[config.mk]
export PLATFORM = sky130hd
export DESIGN_NAME = ov5640_dvp_pattern_gen
export DESIGN_NICKNAME = d
export VERILOG_FILES = /design/src/rtl/ov5640_dvp_pattern_gen.sv
export SDC_FILE = /design/constraint.sdc
export NUM_CORES = 1
export LEC_CHECK = 0
export ABC_AREA = 0
export CELL_PAD_IN_SITES_DETAIL_PLACEMENT = 0
export CELL_PAD_IN_SITES_GLOBAL_PLACEMENT = 2
export CORE_ASPECT_RATIO = 1.75
export CORE_UTILIZATION = 40
export DETAILED_ROUTE_END_ITERATION = 8
export GPL_ROUTABILITY_DRIVEN = 0
export PLACE_DENSITY_LB_ADDON = 0.1
export SYNTH_ARGS = -nofsm -noshare
export SYNTH_HDL_FRONTEND = slang
export SYNTH_SLANG_ARGS = --single-unit
[constraint.sdc]
create_clock -name CCD_PCLK -period 5.8 [get_ports CCD_PCLK]
set_input_delay 1.74 -clock CCD_PCLK [delete_from_list [all_inputs] [get_ports CCD_PCLK]]
set_output_delay 1.74 -clock CCD_PCLK [all_outputs]
set_load 0.05 [all_outputs]
[src/rtl/ov5640_dvp_pattern_gen.sv]
// ---------------------------------------------------------------------------
// ov5640_dvp_pattern_gen
//
// Emulates the DVP output of an OV5640 camera: a frame is a VSYNC pulse,
// a vertical back porch, cfg_height lines of cfg_width active bytes (HREF
// high) separated by horizontal blanking, and a vertical front porch.
// The byte stream carries one of four test patterns.
//
// Ports
//   CCD_PCLK     in   pixel clock, rising edge
//   CCD_RSTN     in   asynchronous active-low reset
//   enable       in   frames are generated while high (a running frame
//                     always completes)
//   cfg_width    in   active bytes per line (sampled at frame start)
//   cfg_height   in   active lines per frame (sampled at frame start)
//   pattern_sel  in   0: byte index, 1: line index, 2: running byte count,
//                     3: byte ^ line ^ frame count
//   CCD_VSYNC    out  vertical sync pulse
//   CCD_HSYNC    out  HREF, high while active bytes are driven
//   CCD_DATA     out  pixel byte, 0 outside HREF
//   busy         out  high whenever the generator is not idle
//   frame_cnt    out  number of completed frames (wraps)
//
// All outputs are registered from the next-state values, so each output
// reflects the FSM state held in the same cycle.
// ---------------------------------------------------------------------------
module ov5640_dvp_pattern_gen #(
    parameter int VSYNC_CYCLES  = 16,
    parameter int VBP_CYCLES    = 32,
    parameter int HBLANK_CYCLES = 8,
    parameter int VFP_CYCLES    = 32
) (
    input  logic        CCD_PCLK,
    input  logic        CCD_RSTN,
    input  logic        enable,
    input  logic [15:0] cfg_width,
    input  logic [15:0] cfg_height,
    input  logic [1:0]  pattern_sel,
    output logic        CCD_VSYNC,
    output logic        CCD_HSYNC,
    output logic [7:0]  CCD_DATA,
    output logic        busy,
    output logic [15:0] frame_cnt
);

    localparam logic [15:0] VSYNC_LAST  = 16'(VSYNC_CYCLES - 1);
    localparam logic [15:0] VBP_LAST    = 16'(VBP_CYCLES - 1);
    localparam logic [15:0] HBLANK_LAST = 16'(HBLANK_CYCLES - 1);
    localparam logic [15:0] VFP_LAST    = 16'(VFP_CYCLES - 1);

    typedef enum logic [2:0] {
        ST_IDLE   = 3'd0,
        ST_VSYNC  = 3'd1,
        ST_VBP    = 3'd2,
        ST_ACTIVE = 3'd3,
        ST_HBLANK = 3'd4,
        ST_VFP    = 3'd5
    } state_t;

    state_t      state_r, state_s;
    logic [15:0] cnt_r, cnt_s;          // cycles spent in the current timed phase
    logic [15:0] h_r, h_s;              // byte index within the line
    logic [15:0] v_r, v_s;              // line index within the frame
    logic [7:0]  byte_r, byte_s;        // running byte counter (pattern 2)
    logic [15:0] width_r, width_s;
    logic [15:0] height_r, height_s;
    logic [1:0]  sel_r, sel_s;
    logic [15:0] frame_cnt_s;
    logic [7:0]  data_s;
    logic        cfg_ok_s;
    logic        frame_start_s;

    assign cfg_ok_s = (cfg_width != 16'd0) && (cfg_height != 16'd0);

    // Next-state logic of the frame timing FSM.
    always_comb begin
        state_s = state_r;
        case (state_r)
            ST_IDLE: begin
                if (enable && cfg_ok_s) state_s = ST_VSYNC;
                else                    state_s = ST_IDLE;
            end
            ST_VSYNC: begin
                if (cnt_r == VSYNC_LAST) state_s = ST_VBP;
                else                     state_s = ST_VSYNC;
            end
            ST_VBP: begin
                if (cnt_r == VBP_LAST) state_s = ST_ACTIVE;
                else                   state_s = ST_VBP;
            end
            ST_ACTIVE: begin
                if (h_r == width_r - 16'd1) begin
                    if (v_r == height_r - 16'd1) state_s = ST_VFP;
                    else                         state_s = ST_HBLANK;
                end else begin
                    state_s = ST_ACTIVE;
                end
            end
            ST_HBLANK: begin
                if (cnt_r == HBLANK_LAST) state_s = ST_ACTIVE;
                else                      state_s = ST_HBLANK;
            end
            ST_VFP: begin
                if (cnt_r == VFP_LAST) begin
                    if (enable && cfg_ok_s) state_s = ST_VSYNC;
                    else                    state_s = ST_IDLE;
                end else begin
                    state_s = ST_VFP;
                end
            end
            default: state_s = ST_IDLE;
        endcase
    end

    // Next values of counters, latched configuration and output data.
    always_comb begin
        frame_start_s = (state_s == ST_VSYNC) && (state_r != ST_VSYNC);

        // Phase counter restarts on every state change; idle and active
        // lines do not use it.
        if ((state_s == state_r) && (state_r != ST_IDLE) && (state_r != ST_ACTIVE)) begin
            cnt_s = cnt_r + 16'd1;
        end else begin
            cnt_s = 16'd0;
        end

        if (frame_start_s) begin
            width_s  = cfg_width;
            height_s = cfg_height;
            sel_s    = pattern_sel;
        end else begin
            width_s  = width_r;
            height_s = height_r;
            sel_s    = sel_r;
        end

        if ((state_s == ST_ACTIVE) && (state_r == ST_ACTIVE)) begin
            h_s = h_r + 16'd1;
        end else begin
            h_s = 16'd0;
        end

        if (frame_start_s) begin
            v_s = 16'd0;
        end else if ((state_r == ST_HBLANK) && (state_s == ST_ACTIVE)) begin
            v_s = v_r + 16'd1;
        end else if ((state_r == ST_VBP) && (state_s == ST_ACTIVE)) begin
            v_s = 16'd0;
        end else begin
            v_s = v_r;
        end

        // byte_r holds the value shown on the current active byte, so it
        // advances after every active cycle and is held through blanking.
        if (frame_start_s) begin
            byte_s = 8'd0;
        end else if (state_r == ST_ACTIVE) begin
            byte_s = byte_r + 8'd1;
        end else begin
            byte_s = byte_r;
        end

        if ((state_r == ST_VFP) && (cnt_r == VFP_LAST)) begin
            frame_cnt_s = frame_cnt + 16'd1;
        end else begin
            frame_cnt_s = frame_cnt;
        end

        data_s = 8'd0;
        if (state_s == ST_ACTIVE) begin
            case (sel_s)
                2'd0:    data_s = h_s[7:0];
                2'd1:    data_s = v_s[7:0];
                2'd2:    data_s = byte_s;
                2'd3:    data_s = h_s[7:0] ^ v_s[7:0] ^ frame_cnt_s[7:0];
                default: data_s = 8'd0;
            endcase
        end else begin
            data_s = 8'd0;
        end
    end

    // State, counter and registered output update.
    always_ff @(posedge CCD_PCLK or negedge CCD_RSTN) begin
        if (!CCD_RSTN) begin
            state_r   <= ST_IDLE;
            cnt_r     <= 16'd0;
            h_r       <= 16'd0;
            v_r       <= 16'd0;
            byte_r    <= 8'd0;
            width_r   <= 16'd0;
            height_r  <= 16'd0;
            sel_r     <= 2'd0;
            frame_cnt <= 16'd0;
            CCD_VSYNC <= 1'b0;
            CCD_HSYNC <= 1'b0;
            CCD_DATA  <= 8'd0;
            busy      <= 1'b0;
        end else begin
            state_r   <= state_s;
            cnt_r     <= cnt_s;
            h_r       <= h_s;
            v_r       <= v_s;
            byte_r    <= byte_s;
            width_r   <= width_s;
            height_r  <= height_s;
            sel_r     <= sel_s;
            frame_cnt <= frame_cnt_s;
            CCD_VSYNC <= (state_s == ST_VSYNC);
            CCD_HSYNC <= (state_s == ST_ACTIVE);
            CCD_DATA  <= data_s;
            busy      <= (state_s != ST_IDLE);
        end
    end

endmodule

Word level (Yosys, flattened, before mapping)
Index checks and enable logic that the tools add are counted.
{"block": "word_totals", "ff_bits": 120, "inputBits": 37, "output_inout_bits": 27, "wordCells": 77}
{"block": "op_classes", "n_addsub": 7, "eq_ne": 18, "mux": 19, "n_bitwise": 2, "reduce_logical": 16}
{"cell": "$mux 16", "n": 5}
{"cell": "$add 16x1->16 const B", "n": 4}
{"cell": "$eq 16x16->1", "n": 2}
{"cell": "$mux 8", "n": 4}
{"cell": "$pmux 8 s4", "n": 1}
{"cell": "$reduce_bool 16->1", "n": 2}
{"cell": "$sub 16x1->16 const B", "n": 2}
{"cell": "$pmux 3 s6", "n": 1}
{"cell": "$eq 16x3->1 const B", "n": 1}
{"cell": "$eq 16x4->1 const B", "n": 1}
{"cell": "$eq 16x5->1 const B", "n": 1}
{"cell": "$xor 8x8->8", "n": 2}
{"cell": "$eq 3x2->1 const B", "n": 3}
{"cell": "$logic_and 1x1->1", "n": 9}
{"cell": "$mux 3", "n": 3}
{"cell": "$reduce_bool 3->1", "n": 3}
{"cell": "$add 8x1->8 const B", "n": 1}
{"cell": "$eq 3x1->1 const B", "n": 2}
{"cell": "$eq 3x3->1 const B", "n": 2}
{"cell": "$eq 2x2->1 const B", "n": 2}
{"cell": "$mux 2", "n": 2}
{"cell": "$eq 3x3->1", "n": 1}
{"cell": "$logic_not 3->1", "n": 1}
{"cell": "$mux 1", "n": 3}
{"cell": "4 further kinds", "n": 4}

Depth between registers and ports, before layout
Gate-level depths: netlist (run 1).
{"block": "logic_depth", "word_depth": 15, "ltp_mapped": 13, "mapped_depth_nobuf": 11}

Worst setup path before layout (run 1)
No wires, ideal clock.
{"block": "synth_path", "path_kind": "input to register", "startpoint": "in cfg_width[8]", "endpoint": "reg CCD_DATA[3]", "arrival_ns": 3.261, "required_time_ns": 5.651, "slack_ns": 2.390, "path_stages": 8, "cell_sequence": "nor4_1 > nand4_1 > nand3_1 > a31oi_2 > buf_2 > buf_2 > o21ai_1 > a31oi_1"}
{"block": "synth_between", "elab_cells_between_ends": 26, "classes_between": "eq/ne: 5; mux: 11; bitwise: 2; reduce/logical: 8"}
{"element": "from (decl)", "line_no": "36", "source": "input logic [15:0] cfg_width,"}
{"element": "$reduce_bool 16->1 *", "line_no": "73", "source": "assign cfg_ok_s = (cfg_width != 16'd0) && (cfg_height != 16'd0);"}
{"element": "$logic_and 1x1->1 *", "line_no": "73"}
{"element": "$logic_and 1x1->1 *", "line_no": "80, 105"}
{"element": "$mux 1 *", "line_no": "80, 105"}
{"element": "$mux 3", "line_no": "104", "source": "if (cnt_r == VFP_LAST) begin"}
{"element": "$pmux 3 s6 *", "line_no": "78", "source": "case (state_r)"}
{"element": "$eq 3x1->1 *", "line_no": "117", "source": "frame_start_s = (state_s == ST_VSYNC) && (state_r != ST_VSYNC);"}
{"element": "$logic_and 1x1->1 *", "line_no": "117"}
{"element": "$mux 2 *", "line_no": "127", "source": "if (frame_start_s) begin"}
{"element": "net sel_s[0]", "line_no": "67", "source": "logic [1:0] sel_r, sel_s;"}
{"element": "$eq 2x2->1, or another cell as far along", "line_no": "171", "source": "case (sel_s)"}
{"element": "$pmux 8 s4 *", "line_no": "171"}
{"element": "$mux 8 *", "line_no": "170", "source": "if (state_s == ST_ACTIVE) begin"}
{"element": "net data_s[3]", "line_no": "69", "source": "logic [7:0] data_s;"}
{"element": "to (signal assigned)", "line_no": "211", "source": "CCD_DATA <= data_s;"}
{"element": "to (decl)", "line_no": "41", "source": "output logic [7:0] CCD_DATA,"}
The timed path passes the listed nets; every way through them passes the cells marked *. The select of a mux whose other input is x is not followed.
A chain may end at the register's enable or synchronous reset.

Final worst setup path (run 1)
{"block": "layout_path", "startpoint": "in enable", "endpoint": "reg CCD_DATA[7]"}
{"block": "layout_between", "elab_chain_len": 13, "elab_cells_between_ends": 24, "classes_between": "eq/ne: 5; mux: 11; bitwise: 2; reduce/logical: 6"}
{"element": "from (decl)", "line_no": "35", "source": "input logic enable,"}
{"element": "$logic_and 1x1->1 *", "line_no": "80, 105"}
{"element": "$mux 1 *", "line_no": "80, 105"}
{"element": "$mux 3", "line_no": "104"}
{"element": "$pmux 3 s6 *", "line_no": "78"}
{"element": "$eq 3x2->1"}
{"element": "$logic_and 1x1->1", "line_no": "147", "source": "end else if ((state_r == ST_VBP) && (state_s == ST_ACTIVE)) begin"}
{"element": "$mux 16", "line_no": "147"}
{"element": "$mux 16", "line_no": "145", "source": "end else if ((state_r == ST_HBLANK) && (state_s == ST_ACTIVE)) begin"}
{"element": "$mux 16", "line_no": "143", "source": "if (frame_start_s) begin"}
{"element": "$xor 8x8->8 (2 in a row)", "line_no": "175", "source": "2'd3: data_s = h_s[7:0] ^ v_s[7:0] ^ frame_cnt_s[7:0];"}
{"element": "$pmux 8 s4", "line_no": "171"}
{"element": "$mux 8 *", "line_no": "170"}
{"element": "net data_s[7]", "line_no": "69"}
Marked as above.

==> results of run 1 <==
-- final timing paths --
check / end / slack [ns] / depth (start not counted)
worst max register to register: CCD_DATA[4] / 1.83 / 10
worst min register to register: frame_cnt[15] / 0.47 / 1
worst min-delay path: frame_cnt[15] / 0.47 / 1
max in group asynchronous: cnt_r[13] / 3.45 / 2
worst max-delay path: CCD_DATA[7] / 1.26 / 9
min in group asynchronous: h_r[13] / 1.35 / 1
-- cell families after synthesis --
logic type | after synthesis
adder cells (fa/ha/maj) | 7
flip-flops | 120
XOR/XNOR | 106
multiplexers | 34
buffers and inverters | 42
AND/OR/NAND/NOR | 292
AO/OA/AOI/OAI | 111
-- cells in the final DEF, fill, tap and decap left out, drive strengths merged, types with 5 or more instances in the layout --
master	instances
mux2	28
o21ai	36
nor3b	5
and3	15
buf	7
o31ai	8
or3	8
xor2	49
clkbuf	17
o31a	6
dfrtp	120
clkdlybuf4s50	62
nor2	74
o211ai	6
nor3	15
ha	7
nor2b	9
inv	24
nand4	23
mux2i	6
nand2b	9
or4	6
nand2	59
nand3	30
nor4	24
xnor2	57
o22ai	12
a31oi	7
a21oi	13
-- cell type report --
type / instances / area share
Multi-Input combinational cell: 550 / 0.439
Sequential cell: 120 / 0.361
Timing Repair Buffer: 69 / 0.0809
Clock buffer: 17 / 0.0511
Tap cell: 224 / 0.0337
Clock inverter: 15 / 0.0257
Inverter: 18 / 0.00812
-- sequential cells by signal, summed over array words and instances (netlist names) --
name and count:
cnt_r 16, frame_cnt 16, h_r 16, height_r 16
v_r 16, width_r 16, CCD_DATA 8, byte_r 8
state_r 3, sel_r 2, CCD_HSYNC 1, CCD_VSYNC 1
busy 1
-- power by group --
part | internal, mW | switching [mW] | leakage [nW]
Combinational | 0.0597 | 0.0667 | 1.49
Sequential | 0.853 | 0.0224 | 1.56
Clock | 0.729 | 0.419 | 0.306
Total | 1.64 | 0.508 | 3.35
-- metal layers --
metal | share of wire | GRT usage | vias up
li1 | - | - | 2683
met1 | 0.36 | 0.226 | 2683
met4 | 0.042 | 0.109 | 0
met5 | 0 | 0 | -
met2 | 0.57 | 0.433 | 100
met3 | 0.024 | 0.0424 | 44
==> flow_summary_export.csv, run 1 <==
group,metric,value,unit
logic_synthesis,synth_warnings,0,
timing,timing.max_slew.rel_slack,0.469,
logic_synthesis,synth.cell_area,6820,sq um
detailed_routing,detail_route.vias_per_cell,5.44,
pwr,fin_total_pwr,2.15,mW
die,design.die.area,17600,sq um
cells_and_area,final_nets,820,
cells_and_area,finish.cell_count_without_fillers,1013,
placement,place.detailed.hpwl,14100,microns
timing,rsz0062_at_grt,"false",
logic_synthesis,postSynth.topFlopCell,"dfrtp_1",
critical_path,worstPathArrival,4.87,ns
die,ios,64,
min_path,hold_path.class,"flip-flop to flip-flop",
logic_synthesis,synth_seq_area_share,0.440,
timing,timing.final.setup_violations,0,
critical_path,critPathCaptureType,"flip-flop",
timing,tns,0,ns
grt,grt_pass1_wl,29900,microns
clock_network,clock_insertion_delay_worst_skew,0.42,ns
timing,tightest_slew,0.789,ns
grt,antenna_found_initial,0,
die,die_span_in_x,101,microns
die,start_util,0.413,
detailed_routing,route.detailed.wl_per_inst,18.3,microns
clock_network,clkTransAtPathRegs,0.06,ns
clock_network,ctsLongestPathBuffers,2,
logic_synthesis,synth-compound-area-share,0.109,
clock_network,post_cts_resized,0,
critical_path,timing.critical_path.max_delay_family,"compound AO/OA/AOI/OAI gates",
detailed_routing,detail_route.wirelength,18500,microns
critical_path,crit_buf_inv,2,
cells_and_area,finish.utilization,0.503,
critical_path,worst_r2r_startpoint,"width_r[2]",
critical_path,cp_slowest_cell,"nor3b_1",
logic_synthesis,synth-seq-cells,120,
clock_network,number_of_post_cts_setup_repair_buffers,0,
logic_synthesis,synth_async_sr_flop_share,1.00,
logic_synthesis,yosys-top-cells-area,"dfrtp_1, xnor2_1, xor2_1, mux2_2, nor2_1",
critical_path,max_stage_delay,0.54,ns
grt,first_global_vias,5772,
min_path,worstHoldStart,"frame_cnt[15]",
detailed_routing,drt.antenna.violating_nets,0,
clock_network,clock_sink_count,120,
clock_network,cts-buffers-inserted,17,
timing,hold_violations,0,
die,die_ht,175,microns
die,area_inside_the_core_boundary,16500,sq um
pwr,powerDensity,258,nW/um^2
placement,dpl_cell_area,7680,sq um
grt,grt_start_max_net_pins,52,
status,outcome,"completed",
logic_synthesis,post_synth_and_or_nand_nor_area_fraction,0.222,
logic_synthesis,syn-num-nets,756,
logic_synthesis,synth.mux.area_fraction,0.0550,
cells_and_area,final_cell_area,8320,sq um
die,placementRows,62,
detailed_routing,remaining_drc_errors,0,
logic_synthesis,synth_area_in_adders,0.0128,
clock_network,clockRootBuffer,"clkbuf_16",
critical_path,cp-startpoint,"enable",
logic_synthesis,synthesis.area_per_instance,9.58,sq um
cells_and_area,multi_input_comb_area,3650,sq um
pwr,power_leakage,3.35,nW
logic_synthesis,synth_top_cell_by_area,"dfrtp_1",
cells_and_area,final.fill_count,1596,
logic_synthesis,synth.distinct_cells,62,
timing,portion_of_the_clock_cycle_consumed_by_the_worst_path_in_the_final_layout,0.782,
clock_network,cts_hold_buf,0,
critical_path,timing.critical_path.fanout_max,40,
cells_and_area,post_route_cells_drive_above_1_share,0.0989,
timing,slew_viol_final,0,
clock_network,cts_tree,"yes",
logic_synthesis,synth_commonest_cells,"dfrtp_1, nor2_1, nand2_1",
logic_synthesis,synth_edf_count,0,
cells_and_area,layout.area.seq,3000,sq um
pwr,ir_drop,150,uV
flow_run,timing.max_cap.violations,0,
critical_path,crit_chain,"clkdlybuf4s50_1 > nor3b_1 > nand3_1 > a31oi_4 > buf_4 > nor3_1 > a31oi_1 > o22ai_1 > a21oi_1",
critical_path,critPathRequiredTime,6.13,ns
timing,finalClockSkew,0.0111,ns
detailed_routing,dr.first_iter.drc_count,174,
critical_path,type_of_origin_of_the_critical_path,"input port",
timing,finalWorstPathRequiredPeriod,4.54,ns
logic_synthesis,synth_top_area_share,0.440,
timing,finalWorstSetupSlack,1.26,ns
logic_synthesis,synth_top_family_by_area,"simple AND/OR/NAND/NOR gates",
grt,grt_remaining_overflow,0,
timing,final.hold.worst_slack,0.475,ns
cells_and_area,area_growth_syn_to_layout,21.9,%
logic_synthesis,syn-instance-count,712,
detailed_routing,route.vias.total,5510,
cells_and_area,num_antenna_cells,0,
placement,port_buffers,63,
grt,grt_use_total,0.226,
timing,maxClockFrequency,220,MHz
critical_path,critPathKind,"input port to flip-flop",
detailed_routing,drt-pass1-iter-count,4,
logic_synthesis,fraction_of_synthesized_cell_area_in_xor_and_xnor_cells,0.136,
logic_synthesis,synth_most_common_cell,"dfrtp_1",
clock_network,htreeDepth,4,
placement,place.detailed.instances,981,
placement,dpl_worst_slack,0.913,ns
Power figures use the tool's default switching activity.
==> run 2: changes to the inputs <==
- CORE_UTILIZATION: 40 -> 33
- clock period: 5.8 -> 3.69 ns (I/O delays scaled with it)
==> run 2 against run 1 <==
Clock skew barely moved. Critical path depth rose by 1. Combinational power rose by 73%. Wire length rose by 9.7%.
==> flow_summary_export.csv, run 2 (synthesis results as in run 1) <==
group,metric,value,unit
status,outcome,"completed",
pwr,ir_drop,274,uV
pwr,powerDensity,372,nW/um^2
pwr,power_leakage,3.50,nW
placement,dpl_cell_area,8040,sq um
critical_path,critPathKind,"flip-flop to flip-flop",
detailed_routing,dr.first_iter.drc_count,235,
grt,antenna_found_initial,0,
die,area_inside_the_core_boundary,20300,sq um
critical_path,worst_r2r_startpoint,"width_r[2]",
placement,place.detailed.hpwl,15800,microns
timing,timing.max_slew.rel_slack,0.463,
die,start_util,0.336,
cells_and_area,multi_input_comb_area,3650,sq um
cells_and_area,mostFrequentLayoutCells,"dfrtp_1, nor2_1, clkdlybuf4s50_1, nand2_1, xnor2_1",
critical_path,worst_r2r_endpoint,"CCD_DATA[5]",
clock_network,clock_sink_count,120,
detailed_routing,route.detailed.wl_per_inst,18.9,microns
die,ios,64,
die,die_span_in_x,111,microns
critical_path,worstPathArrival,3.76,ns
die,design.die.area,21300,sq um
detailed_routing,route.vias.total,5668,
detailed_routing,drt.antenna.violating_nets,0,
timing,timing.final.setup_violations,0,
critical_path,type_of_origin_of_the_critical_path,"flip-flop",
timing,final.hold.worst_slack,0.475,ns
timing,slew_viol_final,0,
cells_and_area,final_nets,856,
critical_path,cp_slowest_cell,"or4_4",
detailed_routing,detail_route.vias_per_cell,5.28,
clock_network,cts-buffers-inserted,17,
detailed_routing,drt-pass1-iter-count,4,
min_path,worstHoldStart,"frame_cnt[15]",
clock_network,clkTransAtPathRegs,0.06,ns
timing,portion_of_the_clock_cycle_consumed_by_the_worst_path_in_the_final_layout,0.923,
detailed_routing,remaining_drc_errors,0,
min_path,holdPathStages,1,
cells_and_area,post_route_cells_drive_above_1_share,0.138,
critical_path,max_stage_delay,0.56,ns
clock_network,post_cts_resized,0,
cells_and_area,area_growth_syn_to_layout,26.2,%
grt,first_global_vias,5983,
critical_path,critPathCaptureType,"flip-flop",
clock_network,ctsLongestPathBuffers,2,
critical_path,timing.critical_path.fanout_max,8,
critical_path,rrSetupSlack,0.29,ns
timing,finalClockSkew,0.0108,ns
clock_network,number_of_post_cts_setup_repair_buffers,0,
cells_and_area,final.fill_count,1982,
min_path,hold_path.class,"flip-flop to flip-flop",
grt,grt_pass1_wl,32400,microns
placement,port_buffers,63,
clock_network,cts_hold_buf,0,
clock_network,clock_insertion_delay_worst_skew,0.43,ns
flow_run,timing.max_cap.violations,0,
grt,grt_start_max_net_pins,45,
timing,hold_violations,0,
cells_and_area,layout.area.seq,3000,sq um
timing,finalWorstPathRequiredPeriod,3.40,ns
timing,maxClockFrequency,294,MHz
detailed_routing,detail_route.wirelength,20300,microns
grt,grt_remaining_overflow,0,
clock_network,clockRootBuffer,"clkbuf_16",
cells_and_area,num_antenna_cells,0,
die,die_ht,192,microns
grt,grt_use_total,0.202,
die,placementRows,69,
min_path,worstHoldEndpoint,"frame_cnt[15]",
cells_and_area,layout.cells.most_common,"dfrtp_1",
timing,rsz0062_at_grt,"false",
timing,tightest_slew,0.798,ns
clock_network,htreeDepth,4,
cells_and_area,final_cell_area,8610,sq um
critical_path,crit_chain,"or4_4 > or4b_4 > nor4b_2 > a211o_1 > nor4b_4 > buf_4 > nor3_1 > o21bai_1 > o21ai_0 > a31oi_1",
critical_path,critPathRequiredTime,4.04,ns
clock_network,cts_tree,"yes",
critical_path,r2r.worst_path.cells,10,
-- run 2: power by group --
part	internal, mW	leakage [nW]	switching, mW
Sequential	1.34	1.56	0.0334
Clock	0.936	0.264	0.675
Combinational	0.105	1.68	0.113
-- run 2: worst max-delay path: cells and delay by family (launching register included) --
| kind | cells | cell delay (ns) |
|---|---|---|
| and+or+nand+nor | 5 | 1.81 |
| buffers and inverters | 1 | 0.24 |
| DFF | 1 | 0.37 |
| AOI/OAI and AO/OA | 4 | 0.91 |
-- run 2: worst max path at each step --
stage                 start           to  cells after the start
6_report         width_r[2]  CCD_DATA[5]                     10
3_5_place_dp   cfg_width[0]  CCD_DATA[6]                     10
3_3_place_gp   cfg_width[0]  CCD_DATA[6]                     10
2_1_floorplan    width_r[2]  CCD_DATA[4]                     10
4_1_cts          width_r[2]  CCD_DATA[6]                     10
5_1_grt          width_r[0]  CCD_DATA[5]                     12
-- run 2: final cells by class --
cell class	count	area share
Clock buffer	17	0.0494
Clock inverter	15	0.0166
Inverter	18	0.00785
Multi-Input combinational cell	550	0.425
Sequential cell	120	0.349
Tap cell	248	0.0360
Timing Repair Buffer	105	0.117
-- run 2: routing by layer --
layer	global-route usage	up-vias	routed length (microns)
met1	0.188	2782	7090
met3	0.0357	44	430
met2	0.403	91	11900
met5	0	-	0
met4	0.119	0	913
li1	-	2751	-
-- run 2: metrics by stage --
stage                     TNS, ns  setup slack (ns)  power [mW]  cells   util
after floorplan                 0             0.467        1.49    712      -
after global placement    -0.0627           -0.0601        1.62   1041  0.396
after detailed placement  -0.0750           -0.0715        1.62   1041  0.396
after CTS                       0             0.232        3.26   1073  0.424
after global routing            0            0.0913        3.33   1073  0.424
final                           0             0.286        3.20   1073  0.424
